File: src/rtl/usb_tx_pkg.sv
// Shared types and constants for the full-speed USB packet transmitter.
package usb_tx_pkg;

  typedef enum logic [2:0] {
    IDLE,
    SYNC,
    DATA,
    STUFF,
    EOP_SE0,
    EOP_J
  } tx_state_t;

  localparam logic [7:0]   SYNC_BYTE   = 8'h80;
  localparam int unsigned  STUFF_LIMIT = 6;

  // Line levels as {d_plus, d_minus}
  localparam logic [1:0] LINE_J   = 2'b10;
  localparam logic [1:0] LINE_K   = 2'b01;
  localparam logic [1:0] LINE_SE0 = 2'b00;

  // NRZI: a 0 toggles J<->K, a 1 holds the level
  function automatic logic [1:0] nrzi_next(input logic [1:0] cur, input logic bit_val);
    return bit_val ? cur : ~cur;
  endfunction

endpackage

File: src/rtl/usb_tx_if.sv
// Byte-stream handshake between the packet framer and the USB transmitter.
interface usb_tx_if;
  import usb_tx_pkg::*;

  logic       tx_valid;
  logic [7:0] tx_data;
  logic       tx_last;
  logic       tx_ready;

  modport master (output tx_valid, output tx_data, output tx_last, input  tx_ready);
  modport slave  (input  tx_valid, input  tx_data, input  tx_last, output tx_ready);

endinterface

File: src/rtl/usb_tx_encoder_tx_bit_timer.sv
// Bit-time rollover counter; bit_strobe is high during the last clock of each bit.
module tx_bit_timer #(
  parameter int unsigned CLKS_PER_BIT = 8
) (
  input  logic clk,
  input  logic n_rst,
  input  logic en,
  input  logic clr,
  output logic bit_strobe
);

  localparam int unsigned CNT_W = (CLKS_PER_BIT > 1) ? $clog2(CLKS_PER_BIT) : 1;
  localparam logic [CNT_W-1:0] CNT_LAST = CNT_W'(CLKS_PER_BIT - 1);
  localparam logic [CNT_W-1:0] CNT_PRE  = CNT_W'(CLKS_PER_BIT - 2);

  logic [CNT_W-1:0] cnt_q;

  // Strobe is registered one count early so it coincides with the wrap cycle
  always_ff @(posedge clk or negedge n_rst) begin
    if (!n_rst) begin
      cnt_q      <= '0;
      bit_strobe <= 1'b0;
    end else if (clr) begin
      cnt_q      <= '0;
      bit_strobe <= 1'b0;
    end else if (en) begin
      cnt_q      <= (cnt_q == CNT_LAST) ? '0 : cnt_q + CNT_W'(1);
      bit_strobe <= (cnt_q == CNT_PRE);
    end
  end

endmodule

File: src/rtl/usb_tx_encoder.sv
// Full-speed USB transmitter: SYNC, LSB-first serialisation, bit stuffing,
// NRZI and EOP, with a one-byte holding register ahead of the shifter.
module usb_tx_encoder
  import usb_tx_pkg::*;
#(
  parameter int unsigned CLKS_PER_BIT = 8
) (
  input  logic      clk,
  input  logic      n_rst,
  usb_tx_if.slave   tx,
  output logic      tx_busy,
  output logic      tx_error,
  output logic      d_plus,
  output logic      d_minus
);

  tx_state_t  state_q, state_d;
  logic [2:0] bit_idx_q, bit_idx_d;
  logic [7:0] shift_q, shift_d;
  logic [7:0] hold_q, hold_d;
  logic       hold_full_q, hold_full_d;
  logic       last_taken_q, last_taken_d;
  logic [2:0] ones_q, ones_d;
  logic [1:0] line_q, line_d;
  logic       stuff_end_q, stuff_end_d;
  logic       eop_cnt_q, eop_cnt_d;
  logic       busy_q, busy_d;
  logic       error_q, error_d;
  logic       ready_q, ready_d;

  logic       bit_strobe;
  logic       accept;
  logic       at_boundary;
  logic       stuff_due;
  logic       emit_en;
  logic       emit_bit;
  logic [2:0] nxt_idx;

  tx_bit_timer #(.CLKS_PER_BIT(CLKS_PER_BIT)) u_timer (
    .clk        (clk),
    .n_rst      (n_rst),
    .en         (state_q != IDLE),
    .clr        (state_q == IDLE),
    .bit_strobe (bit_strobe)
  );

  assign accept      = tx.tx_valid & ready_q;
  assign stuff_due   = (ones_q == 3'(STUFF_LIMIT));
  assign at_boundary = ((state_q == SYNC || state_q == DATA) && bit_idx_q == 3'd7) ||
                       (state_q == STUFF && stuff_end_q);

  always_ff @(posedge clk or negedge n_rst) begin
    if (!n_rst) begin
      state_q      <= IDLE;
      bit_idx_q    <= '0;
      shift_q      <= '0;
      hold_q       <= '0;
      hold_full_q  <= 1'b0;
      last_taken_q <= 1'b0;
      ones_q       <= '0;
      line_q       <= LINE_J;
      stuff_end_q  <= 1'b0;
      eop_cnt_q    <= 1'b0;
      busy_q       <= 1'b0;
      error_q      <= 1'b0;
      ready_q      <= 1'b1;
    end else begin
      state_q      <= state_d;
      bit_idx_q    <= bit_idx_d;
      shift_q      <= shift_d;
      hold_q       <= hold_d;
      hold_full_q  <= hold_full_d;
      last_taken_q <= last_taken_d;
      ones_q       <= ones_d;
      line_q       <= line_d;
      stuff_end_q  <= stuff_end_d;
      eop_cnt_q    <= eop_cnt_d;
      busy_q       <= busy_d;
      error_q      <= error_d;
      ready_q      <= ready_d;
    end
  end

  // The state names the bit currently on the line; decisions are made on the strobe
  always_comb begin
    state_d      = state_q;
    bit_idx_d    = bit_idx_q;
    shift_d      = shift_q;
    hold_d       = hold_q;
    hold_full_d  = hold_full_q;
    last_taken_d = last_taken_q;
    ones_d       = ones_q;
    line_d       = line_q;
    stuff_end_d  = stuff_end_q;
    eop_cnt_d    = eop_cnt_q;
    busy_d       = busy_q;
    error_d      = 1'b0;
    emit_en      = 1'b0;
    emit_bit     = 1'b0;
    nxt_idx      = bit_idx_q + 3'd1;

    case (state_q)
      IDLE: begin
        if (accept) begin
          state_d   = SYNC;
          busy_d    = 1'b1;
          shift_d   = SYNC_BYTE;
          bit_idx_d = '0;
          emit_en   = 1'b1;
          emit_bit  = SYNC_BYTE[0];
        end
      end

      SYNC, DATA, STUFF: begin
        if (bit_strobe) begin
          if (stuff_due) begin
            state_d     = STUFF;
            stuff_end_d = (bit_idx_q == 3'd7);
            emit_en     = 1'b1;
            emit_bit    = 1'b0;
          end else if (at_boundary) begin
            if (hold_full_q) begin
              state_d     = DATA;
              shift_d     = hold_q;
              hold_full_d = 1'b0;
              bit_idx_d   = '0;
              emit_en     = 1'b1;
              emit_bit    = hold_q[0];
            end else begin
              // Hold empty: normal end if last was taken, otherwise underrun
              state_d   = EOP_SE0;
              line_d    = LINE_SE0;
              eop_cnt_d = 1'b0;
              error_d   = ~last_taken_q;
            end
          end else begin
            state_d   = (state_q == STUFF) ? DATA : state_q;
            bit_idx_d = nxt_idx;
            emit_en   = 1'b1;
            emit_bit  = shift_q[nxt_idx];
          end
        end
      end

      EOP_SE0: begin
        if (bit_strobe) begin
          if (eop_cnt_q) begin
            state_d = EOP_J;
            line_d  = LINE_J;
          end else begin
            eop_cnt_d = 1'b1;
          end
        end
      end

      EOP_J: begin
        if (bit_strobe) begin
          state_d      = IDLE;
          busy_d       = 1'b0;
          last_taken_d = 1'b0;
        end
      end

      default: state_d = IDLE;
    endcase

    if (emit_en) begin
      line_d = nrzi_next(line_q, emit_bit);
      ones_d = emit_bit ? ones_q + 3'd1 : 3'd0;
    end

    // A new byte overrides a same-cycle pull from hold
    if (accept) begin
      hold_d      = tx.tx_data;
      hold_full_d = 1'b1;
      if (tx.tx_last) last_taken_d = 1'b1;
    end

    ready_d = ~hold_full_d & ~last_taken_d & ~(state_d == EOP_SE0 || state_d == EOP_J);
  end

  assign tx.tx_ready         = ready_q;
  assign tx_busy             = busy_q;
  assign tx_error            = error_q;
  assign {d_plus, d_minus}   = line_q;

endmodule

File: src/flat_wrapper.sv
// flat-port wrapper written by rule: the top's interface ports become plain ports
module usb_tx_encoder_flat import usb_tx_pkg::*;
#(
  parameter int unsigned CLKS_PER_BIT = 8
)
  (clk, n_rst, tx_busy, tx_error, d_plus, d_minus, tx_tx_valid, tx_tx_data, tx_tx_last, tx_tx_ready);
  usb_tx_if tx_i ();
  input  logic clk;
  input  logic n_rst;
  output logic tx_busy;
  output logic tx_error;
  output logic d_plus;
  output logic d_minus;
  input wire logic [$bits(tx_i.tx_valid)-1:0] tx_tx_valid;
  input wire logic [$bits(tx_i.tx_data)-1:0] tx_tx_data;
  input wire logic [$bits(tx_i.tx_last)-1:0] tx_tx_last;
  output wire logic [$bits(tx_i.tx_ready)-1:0] tx_tx_ready;
  assign tx_i.tx_valid = tx_tx_valid;
  assign tx_i.tx_data = tx_tx_data;
  assign tx_i.tx_last = tx_tx_last;
  assign tx_tx_ready = tx_i.tx_ready;
  usb_tx_encoder #(.CLKS_PER_BIT(CLKS_PER_BIT)) u_core (.clk(clk), .n_rst(n_rst), .tx(tx_i), .tx_busy(tx_busy), .tx_error(tx_error), .d_plus(d_plus), .d_minus(d_minus));
endmodule
File: config.mk
export PLATFORM = sky130hd
export DESIGN_NAME = usb_tx_encoder_flat
export DESIGN_NICKNAME = d
export VERILOG_FILES = /design/src/rtl/usb_tx_pkg.sv /design/src/rtl/usb_tx_if.sv /design/src/rtl/usb_tx_encoder_tx_bit_timer.sv /design/src/rtl/usb_tx_encoder.sv /design/src/flat_wrapper.sv
export SDC_FILE = /design/constraint.sdc
export NUM_CORES = 1
export LEC_CHECK = 0
export ABC_AREA = 1
export CAP_MARGIN = 20
export CORE_ASPECT_RATIO = 1.25
export CORE_MARGIN = 10
export CORE_UTILIZATION = 48
export CTS_CLUSTER_DIAMETER = 80
export DETAILED_ROUTE_END_ITERATION = 6
export DONT_BUFFER_PORTS = 1
export MAX_ROUTING_LAYER = met4
export SETUP_SLACK_MARGIN = 0.05
export SLEW_MARGIN = 20
export SYNTH_ARGS = -nofsm -noshare
export SYNTH_HDL_FRONTEND = slang
export SYNTH_SLANG_ARGS = --single-unit
File: constraint.sdc
create_clock -name clk -period 2.1 [get_ports clk]
set_clock_uncertainty 0.2 [all_clocks]
set_input_delay 0.525 -clock clk [delete_from_list [all_inputs] [get_ports clk]]
set_output_delay 0.525 -clock clk [all_outputs]
set_load 0.02 [all_outputs]
==> summary.txt <==
status -> completed
Clock Sinks -> 38
Synth Register Bits -> 38
initial DRC count -> 41
Worst R2R Path Depth -> 11
Seq/Total Area, Yosys -> 50.40%
commonest non-fill, non-tap cell in the layout -> nand2_1
Pleak -> 1.041 nW
TritonCTS Buffers -> 5
Worst path slowest cell -> dfrtp_2
DR WL/cell -> 13.81 µm
grt ovf -> 0
cell family with most CP delay -> simple AND/OR/NAND/NOR gates
vias in the first global route -> 1,478
Post-Route WL -> 3700 µm
Core Area -> 0.003785 mm²
Syn Nets -> 219
Total GRT Usage -> 11.92%
Cell Count, Final, Fillers Out -> 268
DR WL met2 -> 1839 µm
metal1 wirelength -> 1643 µm
clk slew on worst S/H paths -> 80 ps
cells along the critical path -> ha_1 > ha_1 > inv_1 > nor2_2 > nand3_2 > nand2_4 > inv_4 > nand3_1 > nand2_2 > buf_4 > o21ai_1
via density per instance -> 5.097
Worst setup EP type -> register
Max-cap violations -> 0
Final Net Count -> 232
Rel. slew slack -> 73.78%
CP Max Fanout -> 6
Final setup viols -> 0
worst r2r src -> u_core.bit_idx_q[0]
top-area cell type share of the netlist area -> 47.62%
Die W -> 76.15 µm
fmax -> 0.5128 GHz
critical path class -> reg2reg
Clock Latency Late Sink -> 280 ps
Yosys cell types -> 31
Yosys warning count -> 0
Req. time, crit path -> 2070 ps
Final Cycle Share -> 92.85%
Syn Std Cell Area -> 0.001892 mm²
post-synthesis cell count -> 200
R2R Path End -> u_core.ones_q[1]
Met3 Wirelength -> 159 µm
drt first pass iters -> 4
RePlAce Congestion -> 0.8744
area delta synth->final -> 15.34%
largest net degree at the start of global routing -> 39
standard-cell rows -> 25
leading post-synthesis cells by cell area -> dfrtp_1 48%, nand2_1 11%, nand3_1 5.8%, ha_1 4.6%, mux2_2 3.6%
CTS Root Cell -> clkbuf_8
R2R Setup Slk -> 150 ps
hpwl dp -> 2770 µm
crit start category -> register
CTS tree -> built
PwrDens -> 693.0 mW/mm²
Max Slew Vio Count -> 0
final setup TNS -> 0 ps
Worst Hold Endpoint -> u_core.hold_q[0]
final hold vios -> 0
RSZ-0062 raised after global routing -> yes
share of cells above drive strength 1 -> 24.30%
crit-path most repeated cell -> ha_1
hold wc startpoint -> tx_tx_data[0]
# DRC -> 0
Syn Area/Cell -> 9.459 µm²
clock tree buffer depth -> 2
crit path DAT -> 1920 ps
max incr delay on CP -> 410 ps
n_diodes -> 0
Slew @ Worst Pin -> 392.3 ps
Via Count -> 1,366
hold path depth -> 1
Fillers -> 332
initial antenna violation count -> 0
starting density of the core -> 49.98%
I/O Buffers -> 0
die area -> 0.006868 mm²
Worst IR Drop VDD -> 0.0004358 V
# IOs -> 17
Die H -> 90.19 µm
commonest cells after routing, fill and taps aside -> 53 x nand2_1, 35 x dfrtp_1, 21 x nand3_1
htree depth -> 2
Tightest Hold Check Type -> in2reg
Tmin final -> 1950 ps
buffer and inverter count on the worst path -> 3
first-pass GRT wire length -> 6755 µm
Final ANT Viol Nets -> 0
cell count after placement -> 253
DR top layer -> met4
post-synth top area cell -> dfrtp_1
-- cells in the mapped netlist --
| cell | number |
|---|---|
| a21oi_1 | 4 |
| a21oi_2 | 1 |
| a31oi_1 | 1 |
| a32oi_1 | 1 |
| clkbuf_1 | 1 |
| dfrtp_1 | 36 |
| dfstp_2 | 2 |
| ha_1 | 7 |
| inv_1 | 13 |
| inv_2 | 6 |
| inv_4 | 1 |
| mux2_2 | 6 |
| nand2_1 | 53 |
| nand2_2 | 3 |
| nand2_4 | 5 |
| nand2_8 | 1 |
| nand3_1 | 22 |
| nand3_2 | 1 |
| nand3_4 | 1 |
| nand4_1 | 2 |
| nor2_1 | 12 |
| nor2_4 | 2 |
| nor2_8 | 2 |
| nor3_1 | 1 |
| nor3_2 | 1 |
| o21ai_0 | 7 |
| o21ai_1 | 3 |
| o21ai_2 | 2 |
| o22ai_1 | 1 |
| or2_4 | 1 |
| xnor2_1 | 1 |
-- cells by family after synthesis --
family	share of synthesized area, %
AOI/OAI and AO/OA	6.217
xor gates and xnor gates	0.4630
adders and majority gates	4.629
buffers and inverters	4.299
DFF	50.40
muxes	3.571
and+or+nand+nor	30.42
-- metrics by stage --
step	setup slack [ps]	hold WS, ps	cell area (µm²)	total power, mW	util, %
6_report	150.1	185.3	2182	1.512	57.65
5_1_grt	21.12	174.7	2182	1.566	57.65
4_1_cts	93.55	180.3	2128	1.528	56.23
3_5_place_dp	95.32	30.61	1956	0.7459	51.67
3_3_place_gp	188.6	30.66	1956	0.7459	51.67
2_1_floorplan	312.3	29.41	1892	0.7460	-
-- layout make-up --
type / instances / area, µm² / area share [%]
timing repair buffer: 7 / 67.56 / 3.096
multi-input combinational: 141 / 869.6 / 39.85
sequential: 38 / 954.7 / 43.75
tap: 54 / 67.56 / 3.096
clock inverter: 2 / 60.06 / 2.752
clock buffer: 6 / 82.58 / 3.784
inverter: 20 / 80.08 / 3.670
-- flip-flops by register name (all words and copies together), names as in the netlist, 2 cells and up --
signal and count:
u_core.bit_idx_q 3, u_core.hold_q 8, u_core.line_q 2, u_core.ones_q 3, u_core.shift_q 8, u_core.state_q 3, u_core.u_timer.cnt_q 3
-- power breakdown --
part | switching, mW | leakage, nW | internal (mW)
combinational | 0.0139 | 0.497 | 0.00526
sequential | 0 | 0.472 | 0.731
clock | 0.255 | 0.0714 | 0.507
-- worst max-delay path by stage --
stage / end / cells after the start / from
6_report: u_core.ones_q[1] / 11 / u_core.bit_idx_q[0]
4_1_cts: u_core.line_q[0] / 12 / u_core.bit_idx_q[0]
5_1_grt: u_core.line_q[0] / 12 / u_core.bit_idx_q[0]
3_3_place_gp: u_core.line_q[0] / 12 / u_core.bit_idx_q[0]
2_1_floorplan: u_core.line_q[0] / 12 / u_core.bit_idx_q[0]
3_5_place_dp: u_core.line_q[0] / 11 / u_core.bit_idx_q[0]
-- what timing repair did --
item	in CTS	in global routing
endpoints found under the hold margin	38	0
gates resized for setup	0	5
endpoints found under the setup margin	0	11
buffers inserted	0	5
hold buffers	2	0
-- metal layers --
| metal | vias to the layer above | global-route usage [%] |
|---|---|---|
| met2 | 25 | 19.89 |
| met4 | 0 | 4.969 |
| li1 | 672 | - |
| met3 | 7 | 2.789 |
| met5 | - | - |
| met1 | 662 | 13.37 |
No activity file was read; power rests on OpenSTA's default activity.
